===== src/rtl/seq_restoring_divider_if.sv =====
`default_nettype none
// ============================================================================
//  Module   : seq_restoring_divider_if
//  Purpose  : Start/done handshake and operand/result bundle for the
//             sequential restoring divider.
//  Signals  : start        request, honoured only while ready=1
//             dividend     DW-bit dividend, sampled on the accepting edge
//             divisor      VW-bit divisor, sampled on the accepting edge
//             ready        divider idle and able to accept
//             done         one-cycle pulse, results valid
//             quotient     DW-bit result, held until the next accept
//             remainder    VW-bit result, held until the next accept
//             div_by_zero  set with done when divisor was zero
//  Modports : master (requester), slave (divider)
//  Revision : 1.0  initial release
// ============================================================================
interface seq_restoring_divider_if #(
    parameter int DW = 8,
    parameter int VW = 4
);
    logic          start;
    logic [DW-1:0] dividend;
    logic [VW-1:0] divisor;
    logic          ready;
    logic          done;
    logic [DW-1:0] quotient;
    logic [VW-1:0] remainder;
    logic          div_by_zero;

    modport master (
        output start, dividend, divisor,
        input  ready, done, quotient, remainder, div_by_zero
    );

    modport slave (
        input  start, dividend, divisor,
        output ready, done, quotient, remainder, div_by_zero
    );
endinterface
`default_nettype wire


===== src/rtl/seq_restoring_divider.sv =====
`default_nettype none
// ============================================================================
//  Module   : seq_restoring_divider
//  Purpose  : Sequential restoring divider, one quotient bit per clock.
//             Divides a DW-bit dividend by a VW-bit divisor giving a DW-bit
//             quotient and a VW-bit remainder behind a start/done handshake.
//  Ports    : clk  rising-edge clock
//             rst  asynchronous, active-high reset
//             bus  seq_restoring_divider_if.slave (handshake, operands,
//                  results, divide-by-zero flag)
//  Revision : 1.0  initial release
// ============================================================================
module seq_restoring_divider #(
    parameter int DW = 8,
    parameter int VW = 4
) (
    input  wire logic                 clk,
    input  wire logic                 rst,
    seq_restoring_divider_if.slave    bus
);

    localparam int            CW   = (DW > 1) ? $clog2(DW) : 1;
    localparam logic [CW-1:0] LAST = CW'(DW - 1);

    typedef enum logic [1:0] {
        S_IDLE = 2'd0,
        S_CALC = 2'd1,
        S_DONE = 2'd2
    } state_t;

    state_t        state_q;
    logic [DW-1:0] dvd_q;        // dividend, shifted left one bit per step
    logic [VW-1:0] dvs_q;        // latched divisor
    logic [VW:0]   rem_q;        // partial remainder, one bit wider than divisor
    logic [DW-1:0] quo_acc_q;    // quotient under construction
    logic [CW-1:0] cnt_q;        // step index 0..DW-1
    logic          dbz_pend_q;   // current operation is a divide by zero
    logic          ready_q;
    logic          done_q;
    logic [DW-1:0] quotient_q;
    logic [VW-1:0] remainder_q;
    logic          dbz_q;

    // One restoring step: bring in the next dividend bit, trial-subtract,
    // keep the difference only if it did not go negative.
    logic [VW:0]   rem_shift;
    logic          qbit;
    logic [VW:0]   rem_d;
    logic [DW-1:0] quo_d;

    always_comb begin
        rem_shift = {rem_q[VW-1:0], dvd_q[DW-1]};
        qbit      = (rem_shift >= {1'b0, dvs_q});
        rem_d     = qbit ? (rem_shift - {1'b0, dvs_q}) : rem_shift;
        quo_d     = {quo_acc_q[DW-2:0], qbit};
    end

    always_ff @(posedge clk or posedge rst) begin
        if (rst) begin
            state_q     <= S_IDLE;
            dvd_q       <= '0;
            dvs_q       <= '0;
            rem_q       <= '0;
            quo_acc_q   <= '0;
            cnt_q       <= '0;
            dbz_pend_q  <= 1'b0;
            ready_q     <= 1'b1;
            done_q      <= 1'b0;
            quotient_q  <= '0;
            remainder_q <= '0;
            dbz_q       <= 1'b0;
        end else begin
            case (state_q)
                S_IDLE: begin
                    if (bus.start) begin
                        state_q   <= S_CALC;
                        ready_q   <= 1'b0;
                        dbz_q     <= 1'b0;
                        dvd_q     <= bus.dividend;
                        dvs_q     <= bus.divisor;
                        rem_q     <= '0;
                        quo_acc_q <= '0;
                        if (bus.divisor == '0) begin
                            // Divide by zero spends a single dummy step so
                            // its result is reported through the same
                            // DONE-entry edge as a normal divide, one edge
                            // after the accept.
                            dbz_pend_q <= 1'b1;
                            cnt_q      <= LAST;
                        end else begin
                            dbz_pend_q <= 1'b0;
                            cnt_q      <= '0;
                        end
                    end
                end

                S_CALC: begin
                    dvd_q     <= {dvd_q[DW-2:0], 1'b0};
                    rem_q     <= rem_d;
                    quo_acc_q <= quo_d;
                    cnt_q     <= cnt_q + CW'(1);
                    if (cnt_q == LAST) begin
                        state_q <= S_DONE;
                        done_q  <= 1'b1;
                        if (dbz_pend_q) begin
                            quotient_q  <= {DW{1'b1}};
                            remainder_q <= '0;
                            dbz_q       <= 1'b1;
                        end else begin
                            quotient_q  <= quo_d;
                            remainder_q <= rem_d[VW-1:0];
                            dbz_q       <= 1'b0;
                        end
                    end
                end

                S_DONE: begin
                    state_q <= S_IDLE;
                    done_q  <= 1'b0;
                    ready_q <= 1'b1;
                end

                default: begin
                    state_q <= S_IDLE;
                    done_q  <= 1'b0;
                    ready_q <= 1'b1;
                end
            endcase
        end
    end

    assign bus.ready       = ready_q;
    assign bus.done        = done_q;
    assign bus.quotient    = quotient_q;
    assign bus.remainder   = remainder_q;
    assign bus.div_by_zero = dbz_q;

endmodule
`default_nettype wire


===== src/flat_wrapper.sv =====
// flat-port wrapper written by rule: the top's interface ports become plain ports
module seq_restoring_divider_flat 
#(
    parameter int DW = 8,
    parameter int VW = 4
)
  (clk, rst, bus_start, bus_dividend, bus_divisor, bus_ready, bus_done, bus_quotient, bus_remainder, bus_div_by_zero);
  seq_restoring_divider_if #(.DW(DW), .VW(VW)) bus_i ();
  input  wire logic clk;
  input  wire logic rst;
  input wire logic [$bits(bus_i.start)-1:0] bus_start;
  input wire logic [$bits(bus_i.dividend)-1:0] bus_dividend;
  input wire logic [$bits(bus_i.divisor)-1:0] bus_divisor;
  output wire logic [$bits(bus_i.ready)-1:0] bus_ready;
  output wire logic [$bits(bus_i.done)-1:0] bus_done;
  output wire logic [$bits(bus_i.quotient)-1:0] bus_quotient;
  output wire logic [$bits(bus_i.remainder)-1:0] bus_remainder;
  output wire logic [$bits(bus_i.div_by_zero)-1:0] bus_div_by_zero;
  assign bus_i.start = bus_start;
  assign bus_i.dividend = bus_dividend;
  assign bus_i.divisor = bus_divisor;
  assign bus_ready = bus_i.ready;
  assign bus_done = bus_i.done;
  assign bus_quotient = bus_i.quotient;
  assign bus_remainder = bus_i.remainder;
  assign bus_div_by_zero = bus_i.div_by_zero;
  seq_restoring_divider #(.DW(DW), .VW(VW)) u_core (.clk(clk), .rst(rst), .bus(bus_i));
endmodule

===== config.mk =====
export PLATFORM = sky130hd
export DESIGN_NAME = seq_restoring_divider_flat
export DESIGN_NICKNAME = d
export VERILOG_FILES = /design/src/rtl/seq_restoring_divider_if.sv /design/src/rtl/seq_restoring_divider.sv /design/src/flat_wrapper.sv
export SDC_FILE = /design/constraint.sdc
export NUM_CORES = 1
export LEC_CHECK = 0
export ABC_CLOCK_PERIOD_IN_PS = 2400
export CORE_AREA = 10 10 69 71
export CTS_CLUSTER_DIAMETER = 30
export DETAILED_ROUTE_END_ITERATION = 8
export DIE_AREA = 0 0 79 81
export DONT_BUFFER_PORTS = 1
export PLACE_DENSITY = 0.8
export SLEW_MARGIN = 20
export SYNTH_ARGS = -nofsm -noshare
export SYNTH_HDL_FRONTEND = slang
export SYNTH_SLANG_ARGS = --single-unit

===== constraint.sdc =====
create_clock -name clk -period 2.4 [get_ports clk]
set_input_delay 0.36 -clock clk [delete_from_list [all_inputs] [get_ports clk]]
set_output_delay 0.36 -clock clk [all_outputs]
set_load 0.1 [all_outputs]

Word-level counts from Yosys, hierarchy flattened
Cells that the tools add are included.
W data, S select, Z words.
{"block": "word_totals", "mem_bits_ro": 0, "input_bits": 15, "ram_bits": 0, "latchBits": 0, "elab_cells": 54, "mem_count": 0, "output_inout_bits": 15, "register_bits": 44}
{"block": "op_classes", "order_cmp": 1, "shifts": 0, "n_bitwise": 2, "n_reduce_logical": 10, "add_sub_neg": 2, "n_eq_ne": 4, "n_mul": 0, "muxes": 23, "div_mod_pow": 0}
{"op": "$mux W8", "count": 2}
{"op": "$pmux W8 S2", "count": 1}
{"op": "$pmux W7 S2", "count": 1}
{"op": "$mux W4", "count": 3}
{"op": "$reduce_and A2 Y1", "count": 6}
{"op": "$pmux W4 S2", "count": 1}
{"op": "$mux W7", "count": 1}
{"op": "$mux W3", "count": 2}
{"op": "$pmux W1 S2", "count": 3}
{"op": "$pmux W3 S2", "count": 1}
{"op": "$ge A5 B4 Y1", "count": 1}
{"op": "$mux W1", "count": 5}
{"op": "$logic_not A4 Y1", "count": 1}
{"op": "$mux W2", "count": 2}
{"op": "$pmux W2 S2", "count": 1}
{"op": "$sub A4 B4 Y4", "count": 1}
{"op": "$add A3 B1 Y3 const B", "count": 1}
{"op": "$eq A3 B3 Y1 const B", "count": 1}
{"op": "$reduce_and A3 Y1", "count": 1}
{"op": "$eq A2 B1 Y1 const B", "count": 1}
{"op": "$logic_not A2 Y1", "count": 1}
{"op": "$ne A2 B1 Y1 const B", "count": 1}
{"op": "$ne A2 B2 Y1 const B", "count": 1}
{"op": "$not A1 Y1", "count": 2}
{"op": "$reduce_bool A2 Y1", "count": 1}

Depth between registers and ports, before layout
{"block": "logic_depth", "depth_word": 4, "mapped_depth": 7}

Least setup slack after synthesis
OpenSTA, ideal clock, no wires.
{"block": "synth_timing", "path_kind": "reg2reg", "start": "reg u_core.dvs_q[0]", "end": "reg u_core.rem_q[0]", "required_time_ns": 2.279, "arrival_time_ns": 1.691, "setup_time_ns": 0.121, "n_path_buf": 0, "path_slack_ns": 0.588, "path_stages_with_launch": 7, "path_cell_list": "dfrtp_1 ha_1 nand2b_1 a2111oi_4 nor2_2 mux2i_1 a22o_1"}
{"block": "synth_between", "elab_chain_cells": 3, "elab_cells_between_ends": 4, "cone_classes": "add/sub: 1; order compare: 1; mux: 2"}
{"item": "start, declared", "line_no": "seq_restoring_divider.sv:33", "rtl": "logic [VW-1:0] dvs_q;"}
{"item": "start signal, assigned", "line_no": "seq_restoring_divider.sv:80", "rtl": "dvs_q <= bus.divisor;"}
{"item": "$sub A4 B4 Y4 / $ge A5 B4 Y1 (equally long branches)", "line_no": "seq_restoring_divider.sv:54, seq_restoring_divider.sv:53"}
{"item": "$mux W4 *", "line_no": "seq_restoring_divider.sv:54", "rtl": "rem_d = qbit ? (rem_shift - {1'b0, dvs_q}) : rem_shift;"}
{"item": "$pmux W4 S2 *", "line_no": "seq_restoring_divider.sv:73", "rtl": "case (state_q)"}
{"item": "end signal, assigned", "line_no": "seq_restoring_divider.sv:99", "rtl": "rem_q <= rem_d;"}
{"item": "end, declared", "line_no": "seq_restoring_divider.sv:34", "rtl": "logic [VW:0] rem_q;"}
Every way passes the cells marked *; elsewhere a longest branch is shown, timed or not.
A chain may end at the register's enable or synchronous reset.

Worst setup path after layout
{"block": "layout_timing", "start": "reg u_core.dvd_q[7]", "end": "reg u_core.rem_q[0]"}
{"block": "layout_between", "elab_chain_cells": 3, "elab_cells_between_ends": 4, "cone_classes": "add/sub: 1; order compare: 1; mux: 2"}
{"item": "start, declared", "line_no": "seq_restoring_divider.sv:32", "rtl": "logic [DW-1:0] dvd_q;"}
{"item": "start signal, assigned", "line_no": "seq_restoring_divider.sv:79", "rtl": "dvd_q <= bus.dividend;"}
{"item": "start signal, assigned", "line_no": "seq_restoring_divider.sv:98", "rtl": "dvd_q <= {dvd_q[DW-2:0], 1'b0};"}
{"item": "$sub A4 B4 Y4 / $ge A5 B4 Y1 (equally long branches)", "line_no": "seq_restoring_divider.sv:54, seq_restoring_divider.sv:53"}
{"item": "$mux W4 *", "line_no": "seq_restoring_divider.sv:54"}
{"item": "$pmux W4 S2 *", "line_no": "seq_restoring_divider.sv:73"}
Marks and branches as above.

==> results.txt <==
Setup repair after global routing left no endpoint under its margin. Prior to clock tree synthesis, the placed netlist has a worst setup slack of 0.458 ns. The layout overhead on the synthesized area was 7.50%; the horizontal die dimension was 79 um. The tools report the number of global-route vias before repair as 1368. The weighted congestion reported at the end of routability-driven placement is 0.763.

The worst setup path is launched from a flip-flop. For this run, the number of Yosys warnings is 0. The worst register-to-register path has a setup slack of 0.43 ns. The cell taking the most area after synthesis was dfrtp_1. Wires add up to 3.85 mm. The fraction of registers with async set/reset is 1.00, and the number of antenna violations at the first check in global routing is 0. After synthesis, the cell types taking the most area are dfrtp_1 55%, o21ai_0 6.9%, nand2_1 6.0%. The count of endpoints failing hold in the final timing report came out at 0. The starting DRC count in detailed routing was 117; the clock edge transition at the registers on the reported setup and hold paths was 0.12 ns. The die covers 6400 sq um. For the post-CTS setup buffer count, the log shows 0.

The worst register-to-register path begins at u_core.dvd_q[7]. The tools report the endpoint kind of the worst setup timing path as a flip-flop. Derived from the worst setup path, the maximum achievable clock frequency is 0.509 GHz.

The number of ports placed on the die boundary is 30, and the number of hold buffers added after cts is 0. For the finished layout, the period the worst path requires is 1.97 ns. Ranked by instance count, the synthesized netlist is headed by 43 x dfrtp_1, 31 x nand2_1, 27 x o21ai_0, 13 x nor2_1, 10 x a22o_1. The tools report the worst endpoint data arrival time as 2.21 ns. At the pin with the least slew margin, the transition time is 0.908 ns. The worst flop-to-flop path endpoint is u_core.rem_q[0]. The synthesized design contains 44 register bits.

The fraction of post-synthesis cell area in the top cell type by area is 0.551. Total routing usage reported by global routing: 0.128. The root buffer cell chosen for the clock tree is clkbuf_4. Row generation in the floorplan step produced 22 rows.

The run gives 0.565 as the sequential-to-total area share from yosys stat. Clock skew on the completed layout was measured at 0.00800 ns. The clock tree synthesis step divided the H-tree into 2 levels. Summing over every cut layer, the via total after detailed routing is 1365.

In the post-synthesis netlist, the cell with the most instances is dfrtp_1. For the worst setup path, the data required time is 2.65 ns. The average instance area after synthesis is 10.6 sq um, and the clock latency reported for the late side of the worst-skew pair is 0.34 ns. The logs give 0 for the count of final setup violators and 1950 sq um for the summed instance area of the synthesized netlist. The worst register-to-register path has a depth of 7. Across all hold checks on the routed design, the worst slack comes to 0.0313 ns. The run gives 0 as the total grt overflow.

Yosys mapped a number of flops with a built-in enable equal to 0. The run gives 0.554 as the initial cell density of the core. The worst hold path belongs to the class in -> async.

The number of cells upsized or downsized after cts came out at 0. The run gives 207 as the number of nets in the synthesized netlist. The tools report the beginning of the critical path as u_core.dvd_q[7]. The critical path in this run is classified as reg -> reg.

Destination of the critical timing path: u_core.rem_q[0]. The share of the synthesized area in compound gates (AO/OA/AOI/OAI) was 0.170; the layout cell share with drive strength beyond 1 was 0.114. Port buffering added 0 buffers.

In the final routed layout, each cell accounts on average for 16.0 um. In this run the remaining antenna-violating nets after routing total 0. For the normalized max-slew margin, the log shows 0.394. The first global-routing pass estimated 6.53 mm of wire.

The DRC violation count after routing is 0. For the reported max-cap violation count, the log shows 0. The share of the cycle needed by the critical path after routing is 0.819, and the clock sink count is 44.

The first detailed-routing pass ran for 4 iterations. Dividing the detail-routed via count by the number of cells gives 5.66. The floorplan step set the die height to 81 um. The run gives 2 as the buffer levels on the longest clock path. The run gives 45 as the largest net degree at the start of global routing. The core region is 3520 sq um. Share of synthesized cell area in and, or, nand and nor gates: 0.121. Once routing completed, OpenROAD measured the worst setup slack at 0.434 ns.

0 antenna diodes ended up in the layout. In the final design database the tool counted 215 nets. Counting the buffers created by CTS gives 5. TritonCTS built the clock tree.

The run finished with clean final reports. The HPWL after detailed placement is 2.84 mm, and the xor and xnor fraction of the mapped netlist area is 0.00897. After synthesis, the netlist uses 32 different library cells. Most instantiated flip-flop cell in the synthesis netlist: dfrtp_1. Synthesis produced a netlist whose cell count is 185. The number of slew-limit violations in the final report was 0; the multiplexer area fraction after synthesis was 0.0519. Main combinational cell family by area after synthesis: compound AO/OA/AOI/OAI gates. Maximum net fanout on the critical path: 5. The filler cells instantiated in the layout total 335. The setup TNS is 0 ns, and the post-synthesis adder-cell area fraction is 0.0487.
## layout by cell type, fill, tap and decap left out, drive strengths merged
cell type	n
o211a	1
a2111oi	1
nand3b	1
nor2	14
a22oi	2
a22o	10
clkinv	1
o21ai	27
mux2i	9
dfrtp	43
nand3	1
xnor2	1
fa	1
inv	9
a221o	1
nand2	31
clkbuf	6
mux2	1
buf	10
nand2b	3
nor2b	1
nor3b	1
o21bai	2
or2	2
nor4	1
o22a	1
ha	6
dfstp	1
o211ai	1
xor2	1
a21oi	3
## metrics by stage
stage | cells | area, sq um | utilization
after global placement | 234 | 2050 | 0.582
final | 241 | 2100 | 0.596
after floorplan | 185 | 1950 | -
after CTS | 241 | 2100 | 0.596
after global routing | 241 | 2100 | 0.596
after detailed placement | 234 | 2050 | 0.582
## worst max-delay path, cell delays in order, from the launching register on
cell,delay [ns]
dfrtp_1,0.37
inv_1,0.06
ha_1,0.30
nand2b_1,0.19
a2111oi_4,0.39
nor2_2,0.14
mux2i_1,0.16
a22o_1,0.24
## cell type report
type                    instances  area, sq um  area share
clock inverters                 1         5.00     0.00239
flip-flops and latches         44         1100       0.525
inverters                       9         33.8      0.0161
multi-input cells             123          781       0.372
clock buffers                   6         41.3      0.0197
well taps                      48         60.1      0.0286
repair buffers                 10         75.1      0.0358
## sequential cells by signal (all words and copies together) (netlist names), 2 cells and up
| signal | cells |
|---|---|
| u_core.bus.quotient | 8 |
| u_core.dvd_q | 8 |
| u_core.quo_acc_q | 7 |
| u_core.bus.remainder | 4 |
| u_core.dvs_q | 4 |
| u_core.rem_q | 4 |
| u_core.cnt_q | 3 |
| u_core.state_q | 2 |
## cells by family after synthesis
family,Yosys count
multiplexers,10
AO/OA/AOI/OAI,49
XOR/XNOR,2
flip-flops,44
AND/OR/NAND/NOR,55
buffers and inverters,18
adder cells (fa/ha/maj),7
## layer usage
layer	track usage	part of all wire
met1	0.155	0.40
met2	0.205	0.50
met3	0.0475	0.085
met4	0.0484	0.0080
met5	0	0
## worst min path at each step
stage	startpoint	endpoint	slack, ns	depth (start not counted)
finish	rst	u_core.bus.quotient[7]	0.03	2
global route	rst	u_core.dvd_q[3]	0.06	2
CTS	rst	u_core.rem_q[0]	0.04	2
detailed placement	rst	u_core.quo_acc_q[5]	0.42	2
global placement	rst	u_core.bus.done	0.41	2
floorplan	u_core.dvd_q[2]	u_core.dvd_q[2]	0.45	2
Power is left out: the tool's default activity adds up to more than one toggle a clock period on the data nets, which glitch-free logic cannot reach.
